### src/rtl/uart_core_param.sv
// Single-clock UART transceiver with configurable width, parity, stop bits and oversampled RX.
// TX takes words through a valid/ready handshake. RX syncs the line and takes a 3-sample majority per bit.
module uart_core_param #(
  parameter int DATA_WIDTH     = 8,
  parameter int PRESCALE_WIDTH = 6
) (
  input  logic                      CLK,
  input  logic                      RST,
  input  logic                      cfg_par_en,
  input  logic                      cfg_par_typ,
  input  logic                      cfg_stop2,
  input  logic [PRESCALE_WIDTH-1:0] cfg_prescale,
  input  logic [DATA_WIDTH-1:0]     tx_data,
  input  logic                      tx_valid,
  output logic                      tx_ready,
  output logic                      tx_busy,
  output logic                      tx_out,
  input  logic                      rx_in,
  output logic [DATA_WIDTH-1:0]     rx_data,
  output logic                      rx_valid,
  output logic                      parity_error,
  output logic                      framing_error
);

  localparam int BW = $clog2(DATA_WIDTH);

  typedef enum logic [2:0] {
    TX_IDLE, TX_START, TX_DATA, TX_PARITY, TX_STOP1, TX_STOP2
  } tx_state_t;

  typedef enum logic [2:0] {
    RX_IDLE, RX_START, RX_DATA, RX_PARITY, RX_STOP
  } rx_state_t;

  // Prescale values below 4 leave no room for three samples around mid-bit.
  logic [PRESCALE_WIDTH-1:0] p_cfg;
  assign p_cfg = (cfg_prescale < PRESCALE_WIDTH'(4)) ? PRESCALE_WIDTH'(4) : cfg_prescale;

  // ---------------- TX ----------------
  tx_state_t                 tx_state_q, tx_state_d;
  logic [PRESCALE_WIDTH-1:0] tx_cnt_q, tx_cnt_d;
  logic [PRESCALE_WIDTH-1:0] tx_p_q, tx_p_d;
  logic [BW-1:0]             tx_bit_q, tx_bit_d;
  logic [DATA_WIDTH-1:0]     tx_shift_q, tx_shift_d;
  logic                      tx_par_en_q, tx_par_en_d;
  logic                      tx_stop2_q, tx_stop2_d;
  logic                      tx_par_q, tx_par_d;
  logic                      tx_cnt_last;

  assign tx_cnt_last = (tx_cnt_q == tx_p_q - PRESCALE_WIDTH'(1));

  always_ff @(posedge CLK or negedge RST) begin
    if (!RST) begin
      tx_state_q  <= TX_IDLE;
      tx_cnt_q    <= '0;
      tx_p_q      <= PRESCALE_WIDTH'(4);
      tx_bit_q    <= '0;
      tx_shift_q  <= '0;
      tx_par_en_q <= 1'b0;
      tx_stop2_q  <= 1'b0;
      tx_par_q    <= 1'b0;
    end else begin
      tx_state_q  <= tx_state_d;
      tx_cnt_q    <= tx_cnt_d;
      tx_p_q      <= tx_p_d;
      tx_bit_q    <= tx_bit_d;
      tx_shift_q  <= tx_shift_d;
      tx_par_en_q <= tx_par_en_d;
      tx_stop2_q  <= tx_stop2_d;
      tx_par_q    <= tx_par_d;
    end
  end

  always_comb begin
    tx_state_d  = tx_state_q;
    tx_cnt_d    = tx_cnt_q;
    tx_p_d      = tx_p_q;
    tx_bit_d    = tx_bit_q;
    tx_shift_d  = tx_shift_q;
    tx_par_en_d = tx_par_en_q;
    tx_stop2_d  = tx_stop2_q;
    tx_par_d    = tx_par_q;
    if (tx_state_q == TX_IDLE) begin
      if (tx_valid) begin
        tx_state_d  = TX_START;
        tx_cnt_d    = '0;
        tx_bit_d    = '0;
        tx_shift_d  = tx_data;
        tx_p_d      = p_cfg;
        tx_par_en_d = cfg_par_en;
        tx_stop2_d  = cfg_stop2;
        tx_par_d    = (^tx_data) ^ cfg_par_typ;
      end
    end else if (tx_cnt_last) begin
      tx_cnt_d = '0;
      case (tx_state_q)
        TX_START:  tx_state_d = TX_DATA;
        TX_DATA: begin
          tx_shift_d = tx_shift_q >> 1;
          tx_bit_d   = tx_bit_q + BW'(1);
          if (tx_bit_q == BW'(DATA_WIDTH - 1))
            tx_state_d = tx_par_en_q ? TX_PARITY : TX_STOP1;
        end
        TX_PARITY: tx_state_d = TX_STOP1;
        TX_STOP1:  tx_state_d = tx_stop2_q ? TX_STOP2 : TX_IDLE;
        default:   tx_state_d = TX_IDLE;
      endcase
    end else begin
      tx_cnt_d = tx_cnt_q + PRESCALE_WIDTH'(1);
    end
  end

  // Line level is decoded straight from the state so reset drives it high at once.
  always_comb begin
    tx_ready = (tx_state_q == TX_IDLE);
    tx_busy  = (tx_state_q != TX_IDLE);
    case (tx_state_q)
      TX_START:  tx_out = 1'b0;
      TX_DATA:   tx_out = tx_shift_q[0];
      TX_PARITY: tx_out = tx_par_q;
      default:   tx_out = 1'b1;
    endcase
  end

  // ---------------- RX ----------------
  rx_state_t                 rx_state_q, rx_state_d;
  logic                      rx_s1_q, rx_s1_d, rx_s2_q, rx_s2_d, rx_prev_q, rx_prev_d;
  logic [PRESCALE_WIDTH-1:0] rx_cnt_q, rx_cnt_d;
  logic [PRESCALE_WIDTH-1:0] rx_p_q, rx_p_d;
  logic [BW-1:0]             rx_bit_q, rx_bit_d;
  logic [DATA_WIDTH-1:0]     rx_shift_q, rx_shift_d;
  logic                      rx_par_en_q, rx_par_en_d;
  logic                      rx_par_typ_q, rx_par_typ_d;
  logic                      rx_par_bit_q, rx_par_bit_d;
  logic                      rx_smp0_q, rx_smp0_d, rx_smp1_q, rx_smp1_d;
  logic [DATA_WIDTH-1:0]     rx_data_q, rx_data_d;
  logic                      rx_valid_q, rx_valid_d;
  logic                      rx_perr_q, rx_perr_d;
  logic                      rx_ferr_q, rx_ferr_d;
  logic [PRESCALE_WIDTH-1:0] rx_c0, rx_c1, rx_c2;
  logic                      rx_cnt_last, rx_maj, rx_par_bad;

  assign rx_c1       = rx_p_q >> 1;
  assign rx_c0       = rx_c1 - PRESCALE_WIDTH'(1);
  assign rx_c2       = rx_c1 + PRESCALE_WIDTH'(1);
  assign rx_cnt_last = (rx_cnt_q == rx_p_q - PRESCALE_WIDTH'(1));
  assign rx_maj      = (rx_smp0_q & rx_smp1_q) | (rx_smp0_q & rx_s2_q) | (rx_smp1_q & rx_s2_q);
  assign rx_par_bad  = rx_par_en_q & ((^rx_shift_q) ^ rx_par_typ_q ^ rx_par_bit_q);

  always_ff @(posedge CLK or negedge RST) begin
    if (!RST) begin
      rx_state_q   <= RX_IDLE;
      rx_s1_q      <= 1'b1;
      rx_s2_q      <= 1'b1;
      rx_prev_q    <= 1'b1;
      rx_cnt_q     <= '0;
      rx_p_q       <= PRESCALE_WIDTH'(4);
      rx_bit_q     <= '0;
      rx_shift_q   <= '0;
      rx_par_en_q  <= 1'b0;
      rx_par_typ_q <= 1'b0;
      rx_par_bit_q <= 1'b0;
      rx_smp0_q    <= 1'b1;
      rx_smp1_q    <= 1'b1;
      rx_data_q    <= '0;
      rx_valid_q   <= 1'b0;
      rx_perr_q    <= 1'b0;
      rx_ferr_q    <= 1'b0;
    end else begin
      rx_state_q   <= rx_state_d;
      rx_s1_q      <= rx_s1_d;
      rx_s2_q      <= rx_s2_d;
      rx_prev_q    <= rx_prev_d;
      rx_cnt_q     <= rx_cnt_d;
      rx_p_q       <= rx_p_d;
      rx_bit_q     <= rx_bit_d;
      rx_shift_q   <= rx_shift_d;
      rx_par_en_q  <= rx_par_en_d;
      rx_par_typ_q <= rx_par_typ_d;
      rx_par_bit_q <= rx_par_bit_d;
      rx_smp0_q    <= rx_smp0_d;
      rx_smp1_q    <= rx_smp1_d;
      rx_data_q    <= rx_data_d;
      rx_valid_q   <= rx_valid_d;
      rx_perr_q    <= rx_perr_d;
      rx_ferr_q    <= rx_ferr_d;
    end
  end

  always_comb begin
    rx_state_d   = rx_state_q;
    rx_s1_d      = rx_in;
    rx_s2_d      = rx_s1_q;
    rx_prev_d    = rx_s2_q;
    rx_cnt_d     = rx_cnt_q;
    rx_p_d       = rx_p_q;
    rx_bit_d     = rx_bit_q;
    rx_shift_d   = rx_shift_q;
    rx_par_en_d  = rx_par_en_q;
    rx_par_typ_d = rx_par_typ_q;
    rx_par_bit_d = rx_par_bit_q;
    rx_smp0_d    = rx_smp0_q;
    rx_smp1_d    = rx_smp1_q;
    rx_data_d    = rx_data_q;
    rx_valid_d   = 1'b0;
    rx_perr_d    = 1'b0;
    rx_ferr_d    = 1'b0;
    if (rx_state_q == RX_IDLE) begin
      // The detection cycle is the first low sample, i.e. count 0 of the start bit.
      if (rx_prev_q && !rx_s2_q) begin
        rx_state_d   = RX_START;
        rx_cnt_d     = PRESCALE_WIDTH'(1);
        rx_bit_d     = '0;
        rx_p_d       = p_cfg;
        rx_par_en_d  = cfg_par_en;
        rx_par_typ_d = cfg_par_typ;
      end
    end else begin
      rx_cnt_d = rx_cnt_last ? '0 : rx_cnt_q + PRESCALE_WIDTH'(1);
      if (rx_cnt_q == rx_c0) rx_smp0_d = rx_s2_q;
      if (rx_cnt_q == rx_c1) rx_smp1_d = rx_s2_q;
      if (rx_cnt_last) begin
        case (rx_state_q)
          RX_START: rx_state_d = RX_DATA;
          RX_DATA: begin
            rx_bit_d = rx_bit_q + BW'(1);
            if (rx_bit_q == BW'(DATA_WIDTH - 1))
              rx_state_d = rx_par_en_q ? RX_PARITY : RX_STOP;
          end
          RX_PARITY: rx_state_d = RX_STOP;
          default: begin end
        endcase
      end
      // Majority decisions come after bit advance so a glitch or stop return to IDLE wins.
      if (rx_cnt_q == rx_c2) begin
        case (rx_state_q)
          RX_START:  if (rx_maj) rx_state_d = RX_IDLE;
          RX_DATA:   rx_shift_d = {rx_maj, rx_shift_q[DATA_WIDTH-1:1]};
          RX_PARITY: rx_par_bit_d = rx_maj;
          RX_STOP: begin
            rx_state_d = RX_IDLE;
            rx_data_d  = rx_shift_q;
            rx_perr_d  = rx_par_bad;
            rx_ferr_d  = !rx_maj;
            rx_valid_d = !rx_par_bad && rx_maj;
          end
          default: begin end
        endcase
      end
    end
  end

  always_comb begin
    rx_data       = rx_data_q;
    rx_valid      = rx_valid_q;
    parity_error  = rx_perr_q;
    framing_error = rx_ferr_q;
  end

endmodule
### config.mk
export PLATFORM = sky130hd
export DESIGN_NAME = uart_core_param
export DESIGN_NICKNAME = d
export VERILOG_FILES = /design/src/rtl/uart_core_param.sv
export SDC_FILE = /design/constraint.sdc
export NUM_CORES = 1
export LEC_CHECK = 0
export ABC_AREA = 1
export CORE_ASPECT_RATIO = 2
export CORE_UTILIZATION = 37
export CTS_CLUSTER_DIAMETER = 50
export DETAILED_ROUTE_END_ITERATION = 10
export PLACE_DENSITY = 0.58
export SKIP_LAST_GASP = 1
export SLEW_MARGIN = 20
export SYNTH_ARGS = -nofsm -noshare
export SYNTH_HDL_FRONTEND = slang
export SYNTH_SLANG_ARGS = --single-unit
### constraint.sdc
create_clock -name CLK -period 2.7 [get_ports CLK]
set_clock_uncertainty 0.15 [all_clocks]
set_input_delay 0.54 -clock CLK [delete_from_list [all_inputs] [get_ports CLK]]
set_output_delay 0.54 -clock CLK [all_outputs]
set_load 0.01 [all_outputs]
After elaboration in Yosys (flattened, before gate mapping)
Cells that the tools add are included.
- bits in registers: 74
- bits in latches: 0
- memory bits (writable): 0
- bits in read-only memories: 0
- bits of input ports: 21
- output and inout bits: 14
- logic and storage cells: 131
- memories kept: 0
- add/subtract/negate cells: 8
- $mul: 0
- divide/modulo/power cells: 0
- magnitude comparators: 1
- equality and inequality tests: 18
- shifts and indexed selects: 0
- muxes and demuxes: 45
- bitwise gates (word level): 10
- reduce and logical (&&, ||, !) cells: 24
- operator list (operator ; count):
    2-to-1 mux 3 bit ; 21
    2-to-1 mux 6 bit ; 7
    2-to-1 mux 8 bit ; 4
    == test 6 bit ; 4
    AND reduction 3 bit ; 6
    XOR reduction 8 bit ; 2
    adder 6 x 1 -> 6 bit (second input constant) ; 2
    == test 3 x 2 -> 1 bit (second input constant) ; 4
    == test 3 bit (second input constant) ; 4
    case mux 3 bit (4 select lines) ; 1
    subtractor 6 x 1 -> 6 bit (second input constant) ; 2
    2-to-1 mux 1 bit ; 9
    case mux 3 bit (3 select lines) ; 1
    AND reduction 2 bit ; 4
    nonzero test 2 bit ; 4
    adder 3 x 1 -> 3 bit (second input constant) ; 2
    adder 5 x 1 -> 6 bit (second input constant) ; 1
    == test 3 x 1 -> 1 bit (second input constant) ; 2
    == test 6 x 5 -> 1 bit ; 1
    logical NOT 3 bit ; 2
    less-than comparator 6 x 3 -> 1 bit (second input constant) ; 1
    case mux 3 bit (2 select lines) ; 1
    subtractor 5 x 1 -> 6 bit (second input constant) ; 1
    bitwise AND 1 bit ; 4
    10 further kinds ; 16

Logic depth before layout (Yosys ltp)
- depth in word-level cells: 9
- mapped depth: 14
- gate-level depth less buffers: 14

Worst setup path before layout
Ideal clock, no wire load.
- kind: reg-to-reg
- start point: register rx_p_q[2]
- end point: register rx_shift_q[5]
- library setup time: 117 ps
- data arrival time: 1792 ps
- setup slack: 641 ps
- cell stages (with the launch flop): 10
- path buffers: 1
- clock period less this slack: 2059 ps
- cells stage by stage: dfstp_2 inv_1 ha_1 xnor2_2 nand3b_4 nor2_4 nand3_4 buf_6 o21ai_1 inv_1
- longest elaborated chain between the ends: 3
- ends and longest elaborated chain (what ; line ; RTL):
    start: declaration ; 129 ; logic [PRESCALE_WIDTH-1:0] rx_p_q, rx_p_d;
    start signal: assignment ; 175 ; rx_p_q <= rx_p_d;
    adder 5 x 1 -> 6 bit ; 145 ; assign rx_c2 = rx_c1 + PRESCALE_WIDTH'(1);
    == test 6 bit ; 235 ; if (rx_cnt_q == rx_c2) begin
    AND reduction 3 bit (no line) ; - ;
    end signal: assignment ; 177 ; rx_shift_q <= rx_shift_d;
    end: declaration ; 131 ; logic [DATA_WIDTH-1:0] rx_shift_q, rx_shift_d;
Every way passes these cells.
A chain may end at the register's enable or synchronous reset.

Worst setup path after layout
- start point: register tx_state_q[1]
- end point: output tx_out
- longest elaborated chain between the ends: 2
- elaborated cells between the ends (all ways): 4
- classes of those cells: 3 x eq/ne; 1 x mux
- ends and longest elaborated chain (what ; line ; RTL):
    start: declaration ; 40 ; tx_state_t tx_state_q, tx_state_d;
    start signal: assignment ; 63 ; tx_state_q <= tx_state_d;
    == test 3 x 2 -> 1 bit / == test 3 x 1 -> 1 bit (equally long branches) ; 117 ; case (tx_state_q)
    case mux 1 bit (3 select lines) * ; 117 ;
    end: declaration ; 17 ; output logic tx_out,
Every way passes the cells marked *; elsewhere a longest branch is shown, timed or not.

==> qor.yml <==
outcome: "finished clean"
synth_top_area_share_pct: 37.9
clk_latency_ns: 0.34
post_cts.repair.setup_buffers: 0
syn_inst: 570
ys.flop_type: "dfrtp_1"
cts_buffers: 9
syn_to_final_growth_pct: 17.7
firstDrtPassIters: 4
drt_iter0_drc: 155
root_buffer: "clkbuf_16"
nNetsFinal: 636
cts_tree: "done"
ant_nets: 0
ir_worst_vdd_uv: 595
period_share_pct: 93.4
worstMarginPinSlew_ns: 0.481
clockBufferDepth: 2
max_stage_delay_ns: 0.57
fp.dieH_um: 157
worstSetupPathType: "flip-flop to output port"
setup_viol: 0
synth_cell_types: 38
hold_path_class: "flip-flop to flip-flop"
max_cap_violations: 0
fillers: 1168
cts.clk_slew.worst_paths_ns: 0.06
fmax_ghz: 0.396
syn-cell-area_um2: 4420
grt.total_usage_pct: 17.6
antenna_cells: 0
post_drt_wl_per_cell_um: 13.1
port-buffer-count: 34
p_seq_share_pct: 32.3
fin_tns_setup_ns: 0
internal-power_mw: 3.38
yosys_warnings: 0
relSlewSlack_pct: 67.9
initial_core_util_pct: 37.8
finalCriticalPeriod_ns: 2.52
pwr-share-clk_pct: 21.8
arrival_ns: 1.83
synth-edff-count: 0
dpl_cell_area_um2: 4870
grt_pass1_vias: 3637
synth-seq-cells: 74
dp_cells: 737
p_leak_nw: 2.69
synth_fp_nets: 602
slew_violations: 0
placementRows: 56
endpoint_kind: "output port"
final_cells: 754
cp-start-kind: "flip-flop"
netSwitchingPower_mw: 2.56
grt_max_degree: 46
cp_top_family: "buffers and inverters"
antenna_found_initial: 0
vias: 3692
power_frac_comb_pct: 46.0
rsz0062_at_grt: "no"
core_area_um2: 11700
yosysSeqAreaShare_pct: 42.1
crit_buf_inv: 2
synth-async-reset-ratio_pct: 100
worstPathRequired_ns: 2.01
yosys-top-cells-area: "dfrtp_1 (38%), nand2_1 (15%), inv_1 (5.5%)"
routed_via_density: 4.90
switching_share_pct: 43.1
cp_max_fo: 7
io_pins: 35
power_density_nw_per_um2: 1140
fin_area_um2: 5200
dp_hpwl_um: 7520
drc: 0
drive_gt1_share_pct: 9.36
globalplace.congestion: 0.907
postSynthAreaPerCell_um2: 7.76
synth_top_area_cell: "dfrtp_1"
die_x_um: 79.3
grt_pass1_wl_um: 16600
cts.sinks: 74
crit_chain: "inv_1, nor2_1, o21ai_0, clkdlybuf4s50_1"
ctsHtreeMaxLevel: 3
die_area_um2: 12400
grt-ovfl-total: 0
slowest_stage: "clkdlybuf4s50_1"
finalHoldViolCount: 0
wirelength_um: 9880
==> power groups by stage <==
stage	logic (mW)	registers [mW]	clock network (mW)
2_1_floorplan	2.32	1.72	0
3_3_place_gp	2.69	1.93	0
3_5_place_dp	2.73	1.93	0
4_1_cts	2.75	1.92	1.33
5_1_grt	3.09	1.97	1.37
6_report	2.73	1.92	1.29
==> cells in the final DEF (no fill, tap or decap), types with 2 or more instances in the layout <==
master           instances
nor2_1                  36
xnor2_1                 17
o21ai_1                  7
dfstp_2                  7
bufinv_16                2
buf_4                    6
nand2_4                  2
xnor2_2                  2
clkbuf_16                9
nand4_1                 19
clkdlybuf4s50_1         33
xor2_1                  23
dfrtp_1                 67
nor3_1                   4
o22ai_1                  7
nand2_2                  4
o21ai_2                  5
nand2_1                181
inv_2                    3
inv_1                   65
nand3_1                 48
o21ai_0                 25
nor2_2                   6
ha_1                    11
==> Yosys cell counts, types with 2 or more instances <==
| library cell | number |
|---|---|
| nand2_1 | 181 |
| dfrtp_1 | 67 |
| inv_1 | 65 |
| nand3_1 | 48 |
| nor2_1 | 36 |
| o21ai_0 | 25 |
| xor2_1 | 23 |
| nand4_1 | 19 |
| xnor2_1 | 17 |
| ha_1 | 11 |
| buf_2 | 7 |
| dfstp_2 | 7 |
| o21ai_1 | 7 |
| o22ai_1 | 7 |
| nor2_2 | 6 |
| buf_6 | 5 |
| nand2_2 | 5 |
| o21ai_2 | 5 |
| nor3_1 | 4 |
| buf_4 | 3 |
| inv_2 | 3 |
| clkbuf_1 | 2 |
| xnor2_2 | 2 |
==> cells by family after synthesis <==
kind of cell	count (synthesis)	share of synthesized area (%)
simple gates	305	30.2
xor+xnor	43	9.28
buf+inv	88	8.86
compound gates	48	6.20
flops	74	42.1
fa+ha+maj	12	3.34
==> repair_timing <==
item                       4_1_cts  5_1_grt
hold endpoints to repair        13        0
hold buffers                     1        0
resized for setup                0        1
setup endpoints to repair        0        1
==> final cells by class <==
class,count,area [um^2],share of cell area (%)
flip-flops and latches,74,1860,35.7
well taps,145,181,3.49
multi-input cells,408,2170,41.8
repair buffers,41,405,7.79
clock inverters,6,90.1,1.73
clock buffers,10,229,4.40
inverters,70,265,5.10
==> stage by stage <==
step / total power [mW] / hold slack, ns / util, % / setup WS (ns)
5_1_grt: 6.44 / 0.215 / 44.5 / 0.0344
4_1_cts: 6.00 / 0.205 / 44.4 / 0.123
2_1_floorplan: 4.04 / 0.0944 / - / 0.641
3_5_place_dp: 4.66 / 0.197 / 41.6 / 0.491
3_3_place_gp: 4.62 / 0.199 / 41.6 / 0.505
6_report: 5.95 / 0.205 / 44.5 / 0.177
==> flip-flops by register name, indices dropped and copies added (netlist names), 6 cells and up <==
name        count
rx_data         8
rx_shift_q      8
tx_shift_q      8
rx_cnt_q        6
rx_p_q          6
tx_cnt_q        6
tx_p_q          6
==> path summary, 6_finish.rpt <==
path                               start  depth (start not counted)          end  slack (ns)
setup / recovery           tx_state_q[1]                          4       tx_out        0.18
hold / removal                   rx_s1_q                          0    rx_prev_d        0.20
setup reg to reg               rx_p_q[2]                         10   rx_data[2]        0.49
hold reg to reg                  rx_s1_q                          0    rx_prev_d        0.20
max in group asynchronous            RST                          3  rx_par_en_q        1.29
min in group asynchronous            RST                          2    rx_p_q[3]        0.53
==> worst register-to-register path: stages (launching register included) <==
cell and delay [ns]:
dfstp_2 0.58, inv_1 0.10, ha_1 0.33, xnor2_2 0.21, nand3b_4 0.10, nor2_4 0.17, nand2_2 0.10, inv_4 0.13
nand2_4 0.10, nand2_1 0.08, nand2_1 0.05
==> per-layer routing <==
layer / vias to the layer above / track usage, % / share of wire, %
met3: 35 / 3.62 / 2.9
li1: 1868 / - / -
met5: - / 0 / 0
met2: 67 / 32.8 / 55
met1: 1722 / 17.3 / 38
met4: 0 / 10.2 / 4.4
Power figures use the tool's default switching activity.
